File: src/rtl/button_hall_panel_if.sv
// Call-button panel bus: raw buttons and controller handshakes in,
// request/lamp status and floor identity out.
interface button_hall_panel_if #(
  parameter int NUM_FLOORS = 8
);
  localparam int FLOOR_W = $clog2(NUM_FLOORS);

  logic               button_up;
  logic               button_down;
  logic               ack_up;
  logic               ack_down;
  logic               serviced_up;
  logic               serviced_down;
  logic               request_up;
  logic               request_down;
  logic               lamp_up;
  logic               lamp_down;
  logic [FLOOR_W-1:0] floor_id;

  // Controller / stimulus side.
  modport master (
    output button_up, button_down, ack_up, ack_down, serviced_up, serviced_down,
    input  request_up, request_down, lamp_up, lamp_down, floor_id
  );

  // Panel side.
  modport slave (
    input  button_up, button_down, ack_up, ack_down, serviced_up, serviced_down,
    output request_up, request_down, lamp_up, lamp_down, floor_id
  );
endinterface

File: src/rtl/button_hall_panel.sv
// Hallway call-button panel: one independent Up/Down channel pair per floor.
// Each channel synchronises and debounces its button, raises a request, lights
// the lamp on ack and clears on service. End-floor channels are not built.

module button_hall_channel #(
  parameter int DEBOUNCE_CYCLES = 4
) (
  input  logic clk,
  input  logic reset,
  input  logic button,
  input  logic ack,
  input  logic serviced,
  output logic request,
  output logic lamp
);
  localparam int CNT_W = $clog2(DEBOUNCE_CYCLES + 1);
  localparam logic [CNT_W-1:0] CNT_MAX = CNT_W'(DEBOUNCE_CYCLES);

  typedef enum logic [1:0] {IDLE, PENDING, LIT} state_t;

  logic             sync1_q, sync1_d;
  logic             sync2_q, sync2_d;
  logic [CNT_W-1:0] cnt_q, cnt_d;
  logic [1:0]       settle_q, settle_d;
  logic             blocked_q, blocked_d;
  logic             press;
  state_t           state_q, state_d;
  logic             request_q, request_d;
  logic             lamp_q, lamp_d;

  // Synchroniser, saturating debounce counter and press-event detection.
  // The event fires on the edge where the counter reaches its maximum, so the
  // request registers on that same edge. After reset the channel stays blocked
  // until the synchroniser has refilled and shows a released button, so a
  // button held through reset cannot raise a new call.
  always_comb begin
    sync1_d = button;
    sync2_d = sync1_q;
    if (!sync2_q) begin
      cnt_d = '0;
    end else if (cnt_q != CNT_MAX) begin
      cnt_d = cnt_q + 1'b1;
    end else begin
      cnt_d = cnt_q;
    end
    settle_d  = (settle_q == 2'd2) ? settle_q : settle_q + 2'd1;
    blocked_d = blocked_q && !((settle_q == 2'd2) && !sync2_q);
    press     = (cnt_d == CNT_MAX) && (cnt_q != CNT_MAX) && !blocked_q;
  end

  // Input-path state registers.
  always_ff @(posedge clk) begin
    if (reset) begin
      sync1_q   <= 1'b0;
      sync2_q   <= 1'b0;
      cnt_q     <= '0;
      settle_q  <= '0;
      blocked_q <= 1'b1;
    end else begin
      sync1_q   <= sync1_d;
      sync2_q   <= sync2_d;
      cnt_q     <= cnt_d;
      settle_q  <= settle_d;
      blocked_q <= blocked_d;
    end
  end

  // Channel FSM next state; serviced beats ack while pending.
  always_comb begin
    state_d = state_q;
    unique case (state_q)
      IDLE:    if (press) state_d = PENDING;
      PENDING: begin
        if (serviced) begin
          state_d = IDLE;
        end else if (ack) begin
          state_d = LIT;
        end
      end
      LIT:     if (serviced) state_d = IDLE;
      default: state_d = IDLE;
    endcase
    request_d = (state_d == PENDING);
    lamp_d    = (state_d == LIT);
  end

  // FSM state and registered outputs.
  always_ff @(posedge clk) begin
    if (reset) begin
      state_q   <= IDLE;
      request_q <= 1'b0;
      lamp_q    <= 1'b0;
    end else begin
      state_q   <= state_d;
      request_q <= request_d;
      lamp_q    <= lamp_d;
    end
  end

  assign request = request_q;
  assign lamp    = lamp_q;
endmodule

module button_hall_panel #(
  parameter int FLOOR           = 0,
  parameter int NUM_FLOORS      = 8,
  parameter int DEBOUNCE_CYCLES = 4
) (
  input logic                clk,
  input logic                reset,
  button_hall_panel_if.slave bus
);
  localparam int FLOOR_W = $clog2(NUM_FLOORS);

  if (NUM_FLOORS < 2) begin : g_bad_num_floors
    $error("button_hall_panel: NUM_FLOORS must be >= 2");
  end
  if (FLOOR >= NUM_FLOORS) begin : g_bad_floor
    $error("button_hall_panel: FLOOR must be < NUM_FLOORS");
  end
  if (DEBOUNCE_CYCLES < 1) begin : g_bad_debounce
    $error("button_hall_panel: DEBOUNCE_CYCLES must be >= 1");
  end

  assign bus.floor_id = FLOOR_W'(FLOOR);

  if (FLOOR < NUM_FLOORS - 1) begin : g_up
    button_hall_channel #(.DEBOUNCE_CYCLES(DEBOUNCE_CYCLES)) u_up (
      .clk      (clk),
      .reset    (reset),
      .button   (bus.button_up),
      .ack      (bus.ack_up),
      .serviced (bus.serviced_up),
      .request  (bus.request_up),
      .lamp     (bus.lamp_up)
    );
  end else begin : g_no_up
    logic unused_up;
    assign unused_up      = ^{bus.button_up, bus.ack_up, bus.serviced_up};
    assign bus.request_up = 1'b0;
    assign bus.lamp_up    = 1'b0;
  end

  if (FLOOR > 0) begin : g_down
    button_hall_channel #(.DEBOUNCE_CYCLES(DEBOUNCE_CYCLES)) u_down (
      .clk      (clk),
      .reset    (reset),
      .button   (bus.button_down),
      .ack      (bus.ack_down),
      .serviced (bus.serviced_down),
      .request  (bus.request_down),
      .lamp     (bus.lamp_down)
    );
  end else begin : g_no_down
    logic unused_down;
    assign unused_down      = ^{bus.button_down, bus.ack_down, bus.serviced_down};
    assign bus.request_down = 1'b0;
    assign bus.lamp_down    = 1'b0;
  end
endmodule

File: src/flat_wrapper.sv
// flat-port wrapper written by rule: the top's interface ports become plain ports
module button_hall_panel_flat 
#(
  parameter int FLOOR           = 0,
  parameter int NUM_FLOORS      = 8,
  parameter int DEBOUNCE_CYCLES = 4
)
  (clk, reset, bus_button_up, bus_button_down, bus_ack_up, bus_ack_down, bus_serviced_up, bus_serviced_down, bus_request_up, bus_request_down, bus_lamp_up, bus_lamp_down, bus_floor_id);
  button_hall_panel_if #(.NUM_FLOORS(NUM_FLOORS)) bus_i ();
  input logic clk;
  input logic reset;
  input wire logic [$bits(bus_i.button_up)-1:0] bus_button_up;
  input wire logic [$bits(bus_i.button_down)-1:0] bus_button_down;
  input wire logic [$bits(bus_i.ack_up)-1:0] bus_ack_up;
  input wire logic [$bits(bus_i.ack_down)-1:0] bus_ack_down;
  input wire logic [$bits(bus_i.serviced_up)-1:0] bus_serviced_up;
  input wire logic [$bits(bus_i.serviced_down)-1:0] bus_serviced_down;
  output wire logic [$bits(bus_i.request_up)-1:0] bus_request_up;
  output wire logic [$bits(bus_i.request_down)-1:0] bus_request_down;
  output wire logic [$bits(bus_i.lamp_up)-1:0] bus_lamp_up;
  output wire logic [$bits(bus_i.lamp_down)-1:0] bus_lamp_down;
  output wire logic [$bits(bus_i.floor_id)-1:0] bus_floor_id;
  assign bus_i.button_up = bus_button_up;
  assign bus_i.button_down = bus_button_down;
  assign bus_i.ack_up = bus_ack_up;
  assign bus_i.ack_down = bus_ack_down;
  assign bus_i.serviced_up = bus_serviced_up;
  assign bus_i.serviced_down = bus_serviced_down;
  assign bus_request_up = bus_i.request_up;
  assign bus_request_down = bus_i.request_down;
  assign bus_lamp_up = bus_i.lamp_up;
  assign bus_lamp_down = bus_i.lamp_down;
  assign bus_floor_id = bus_i.floor_id;
  button_hall_panel #(.FLOOR(FLOOR), .NUM_FLOORS(NUM_FLOORS), .DEBOUNCE_CYCLES(DEBOUNCE_CYCLES)) u_core (.clk(clk), .reset(reset), .bus(bus_i));
endmodule
File: config.mk
export PLATFORM = sky130hd
export DESIGN_NAME = button_hall_panel_flat
export DESIGN_NICKNAME = d
export VERILOG_FILES = /design/src/rtl/button_hall_panel_if.sv /design/src/rtl/button_hall_panel.sv /design/src/flat_wrapper.sv
export SDC_FILE = /design/constraint.sdc
export NUM_CORES = 1
export LEC_CHECK = 0
export CORE_MARGIN = 2
export CORE_UTILIZATION = 40
export CTS_CLUSTER_DIAMETER = 50
export DETAILED_ROUTE_END_ITERATION = 10
export GPL_TIMING_DRIVEN = 0
export PLACE_DENSITY = 0.72
export SKIP_CTS_REPAIR_TIMING = 1
export SLEW_MARGIN = 10
export SYNTH_ARGS = -nofsm -noshare
export SYNTH_HDL_FRONTEND = slang
export SYNTH_SLANG_ARGS = --single-unit
export TNS_END_PERCENT = 5
File: constraint.sdc
create_clock -name clk -period 1.4 [get_ports clk]
set_clock_uncertainty 0.05 [all_clocks]
set_input_delay 0.35 -clock clk [delete_from_list [all_inputs] [get_ports clk]]
set_output_delay 0.35 -clock clk [all_outputs]
set_load 0.01 [all_outputs]
Word level (Yosys, flattened, before mapping)
Cells that the tools add are included.
{"block": "word_totals", "word_cells": 32, "reg_bits": 12}
{"block": "classes", "addsub": 2, "n_reduce_logical": 8, "n_eq_ne": 7, "n_mux": 7}
{"operator": "2-bit two-way mux", "count": 4}
{"operator": "2-bit == test (second input constant)", "count": 3}
{"operator": "3-bit two-way mux", "count": 2}
{"operator": "2-bit case mux with 3 select lines", "count": 1}
{"operator": "2-bit by 1-bit == test with 1-bit output (second input constant)", "count": 2}
{"operator": "1-bit logical AND", "count": 4}
{"operator": "3-bit by 1-bit adder with 3-bit output (second input constant)", "count": 1}
{"operator": "3-bit == test (second input constant)", "count": 1}
{"operator": "1-bit zero test", "count": 3}
{"operator": "3-bit inequality test (second input constant)", "count": 1}
{"operator": "2-bit by 1-bit adder with 2-bit output (second input constant)", "count": 1}
{"operator": "2-bit zero test", "count": 1}

Logic depth before layout (Yosys ltp)
{"block": "logic_depth", "word_depth": 9, "ltp_mapped": 5}

Hierarchy
A second synthesis with hierarchy kept.
{"block": "unflattened", "hier_cells": 54, "hier_area_um2": 535.5}
{"module": "button_hall_channel", "seq_area_each_um2": 240.2, "cells_per_inst": 48, "instances": 1, "area_per_inst_um2": 494.2}
{"module": "button_hall_panel", "seq_area_each_um2": 0.0, "cells_per_inst": 6, "instances": 1, "area_per_inst_um2": 41.3}

Worst setup path before layout
No wires, ideal clock.
{"block": "synth_timing", "kind": "flip-flop to flip-flop", "from": "register u_core.g_up.u_up.cnt_q[0]", "to": "register u_core.g_up.u_up.request_q (netlist: u_core.g_up.u_up.request)", "stages_incl_launch_ff": 5, "path_slack_ns": 0.121, "path_buffers": 0, "arrival_time_ns": 1.169, "path_cell_list": "dfxtp_1 inv_1 ha_1 a2111oi_2 a31o_1"}
{"block": "synth_via", "elab_chain_cells": 9, "elab_cells_between_ends": 10}
{"item": "start, declared", "line": "button_hall_panel.sv:23", "rtl": "logic [CNT_W-1:0] cnt_q, cnt_d;"}
{"item": "start signal, assigned", "line": "button_hall_panel.sv:62", "rtl": "cnt_q <= cnt_d;"}
{"item": "3-bit by 1-bit adder with 3-bit output / 3-bit inequality test (equally long branches)", "line": "button_hall_panel.sv:42, button_hall_panel.sv:41, button_hall_panel.sv:48"}
{"item": "3-bit two-way mux", "line": "button_hall_panel.sv:41", "rtl": "end else if (cnt_q != CNT_MAX) begin"}
{"item": "3-bit two-way mux", "line": "button_hall_panel.sv:39", "rtl": "if (!sync2_q) begin"}
{"item": "3-bit == test", "line": "button_hall_panel.sv:48", "rtl": "press = (cnt_d == CNT_MAX) && (cnt_q != CNT_MAX) && !blocked_q;"}
{"item": "1-bit logical AND * (2 in a row)", "line": "button_hall_panel.sv:48"}
{"item": "2-bit two-way mux *", "line": "button_hall_panel.sv:72", "rtl": "IDLE: if (press) state_d = PENDING;"}
{"item": "2-bit case mux with 3 select lines *", "line": "button_hall_panel.sv:71", "rtl": "unique case (state_q)"}
{"item": "2-bit by 1-bit == test with 1-bit output *", "line": "button_hall_panel.sv:83", "rtl": "request_d = (state_d == PENDING);"}
{"item": "end signal, assigned", "line": "button_hall_panel.sv:95", "rtl": "request_q <= request_d;"}
{"item": "end, declared", "line": "button_hall_panel.sv:28", "rtl": "logic request_q, request_d;"}
Every way passes the cells marked *; elsewhere a longest branch is shown, timed or not.
A chain may end at the register's enable or synchronous reset.

Worst setup path in the final report
Same ends and word-level chain as after synthesis.

==> impl_results.md <==
* Synthesis Warnings at 0
* Placer Congestion at 0.671
* Worst setup slack after layout at 0.0763 ns
* Critical Path AT at 1.45 ns
* Status: completed
* Commonest non-fill, non-tap cells in the layout: dfxtp_1 (11), nor2_1 (6), buf_4 (5), conb_1 (5), inv_1 (4)
* Largest family of logic cells by synthesized area: simple AND/OR/NAND/NOR gates
* FF/Latch Area at 241 µm²
* Slowest cell delay on critical path at 0.35 ns
* DP HPWL at 581 µm
* Slew Limit Fails at 0
* Xor/xnor cell area share of the yosys netlist at 0.0326
* Die area at 0.00165 mm²
* Initial core utilization at 0.419
* Compound-gate portion of the synthesized area at 0.121
* Flops & latches, synth at 12
* Ratio of cells with drive above 1 in the final layout at 0.212
* Via density at 4.51
* Pwr dens at 1260 mW/mm²
* Area Growth Syn to Fin at 25.8%
* Final worst-path cycle share at 0.945
* Synth cell types at 23
* IO Pins at 15
* Root Buffer: clkbuf_4
* DRT iter0 DRCs at 4
* Final Hold Fails at 0
* Final wirelength at 788 µm
* R2R depth at 5
* Post-Synth Adder-Cell Area at 0.0698
* Clock Pin Slew Worst Setup and Hold Paths at 0.08 ns
* CTS tree: built
* RSZ-0062 raised after global routing: false
* Fmax at 0.755 GHz
* Sequential share of the synthesized area at 0.447
* Total track usage at 0.127
* Clock sink count at 12
* Avg WL per Cell at 9.73 µm
* First-pass GRT wire length at 1280 µm
* Post-synthesis mux area share at 0
* Commonest non-fill, non-tap cell in the layout: dfxtp_1
* First-pass DRT Iterations at 2
* Setup TNS at 0 ns
* Crit path launch: u_core.g_up.u_up.cnt_q[0]
* Reg2reg start: u_core.g_up.u_up.cnt_q[0]
* CP Data Required Time at 1.52 ns
* Maximum net fanout on the critical path at 3
* Post-place setup slack at -0.0516 ns
* Largest net degree at the start of global routing at 10
* Cts bufs inserted at 3
* Clock Path Buffers at 2
* Die width at 40.7 µm
* Worst path cell trace: inv_1 > ha_1 > and3b_1 > nor3_4 > a31o_1
* Nets@finish at 78
* CP Capture Type: flop
* Stages on the worst setup path at 5
* # setup viols final at 0
* Vias at 365
* # DRC at 0
* Peak supply drop at 0.776 mV
* Simple-gate share of the synthesized area at 0.205
* Port bufs at 5
* Initial antenna violation count at 0
* Diode count at 0
* Min-delay worst type: primary input to flop
* Crit Path Category: flop to flop
* Multi-input logic area at 262 µm²
* Post-route antenna net violation count at 0
* H-tree depth at 1
* Mapped cell area at 538 µm²
* Minimum clock period at 1.32 ns
* Worst Path Buf+Inv at 1
* Placement Rows at 13
* Core Footprint at 0.00128 mm²
* Filler instances at 127
* Lkg Pwr at 0.314 nW
* Mean Syn Cell Area at 10.2 µm²
* Grt ovf at 0
* CP startpoint kind: flop
* Max Cap Viol at 0
* Reg-to-reg endpoint: u_core.g_up.u_up.request
* CP Capture Point: u_core.g_up.u_up.request
* Mapped Cells at 53
* R2R Setup Slk at 0.08 ns
* Die H at 40.7 µm
* CP max-delay cell: dfxtp_2
* Worst-skew pair later-pin latency at 0.27 ns
* Family with the most delay on the worst path: flip-flops
* Vias in the first global route at 327
[cells in the mapped netlist]
cell	instances	share of area
nand2_1	1	0.0070
dfxtp_1	12	0.45
nor2_1	6	0.042
and3b_1	1	0.016
nand3b_1	1	0.014
a21oi_1	1	0.0093
buf_4	5	0.070
a2111oi_2	1	0.028
nor4_1	1	0.012
nor3_4	1	0.030
ha_1	3	0.070
a21o_1	1	0.014
conb_1	1	0.0070
nand2b_1	3	0.035
a211oi_1	2	0.028
buf_6	1	0.021
nand2b_4	1	0.026
xnor2_1	1	0.016
a31o_1	2	0.033
xor2_1	1	0.016
inv_1	4	0.028
nor2b_1	2	0.023
o21ai_0	1	0.0093
[power breakdown]
group	internal, mW	switching (mW)	leakage (nW)	total [mW]
clock	0.158	0.117	0.0210	0.276
sequential	0.383	0.0297	0.0983	0.412
combinational	0.0914	0.0747	0.194	0.166
total	0.632	0.222	0.314	0.854
[stage by stage]
stage | cells | power (mW) | util | instance area, µm² | hold slack (ns)
after floorplan | 57 | 0.544 | - | 553 | 0.364
after global placement | 77 | 0.565 | 0.484 | 622 | 0.367
after detailed placement | 77 | 0.577 | 0.484 | 622 | 0.376
after CTS | 81 | 0.848 | 0.512 | 658 | 0.215
after global routing | 81 | 0.921 | 0.527 | 677 | 0.217
final | 81 | 0.854 | 0.527 | 677 | 0.211
[area by class of cell]
type                    count  area share
inverters                   4      0.0222
clock buffers               4      0.0536
plain buffers               6      0.0721
well taps                  15      0.0277
repair buffers              5      0.0813
flip-flops and latches     12       0.357
multi-input cells          35       0.386
[worst register-to-register path, stage by stage, from the launching register on]
cell and delay, ns:
dfxtp_2 0.35, inv_1 0.05, ha_1 0.24, and3b_1 0.27
nor3_4 0.06, a31o_1 0.20
[state kept, by name, indices dropped and copies added, names as in the netlist]
| name | count |
|---|---|
| u_core.g_up.u_up.cnt_q | 3 |
| u_core.g_up.u_up.settle_q | 2 |
| u_core.g_up.u_up.state_q | 2 |
| u_core.g_up.u_up.blocked_q | 1 |
| u_core.g_up.u_up.lamp | 1 |
| u_core.g_up.u_up.request | 1 |
| u_core.g_up.u_up.sync1_q | 1 |
| u_core.g_up.u_up.sync2_q | 1 |
[routing by layer]
layer,global-route usage,routed length (µm),share of wire,up-vias
li1,-,-,-,190
met1,0.136,325,0.41,157
met2,0.187,382,0.48,13
met3,0.0489,50,0.063,5
met4,0.125,29,0.037,0
met5,0,0,0,-
[kinds of logic after synthesis]
kind of cell / Yosys count
simple gates: 17
compound gates: 8
fa+ha+maj: 3
flops: 12
other cells: 1
buf+inv: 10
xor+xnor: 2
[how the worst min path moves through the flow]
stage                                  start                          end  slack [ns]  depth (start not counted)
global route                           reset     u_core.g_up.u_up.sync2_q        0.22                          2
floorplan           u_core.g_up.u_up.sync1_q     u_core.g_up.u_up.sync2_q        0.36                          1
finish                                 reset  u_core.g_up.u_up.state_q[1]        0.21                          2
detailed placement  u_core.g_up.u_up.sync1_q     u_core.g_up.u_up.sync2_q        0.38                          1
global placement    u_core.g_up.u_up.sync1_q     u_core.g_up.u_up.sync2_q        0.37                          1
CTS                                    reset  u_core.g_up.u_up.state_q[1]        0.21                          2
Note: power is estimated with default switching activity, not from simulation.
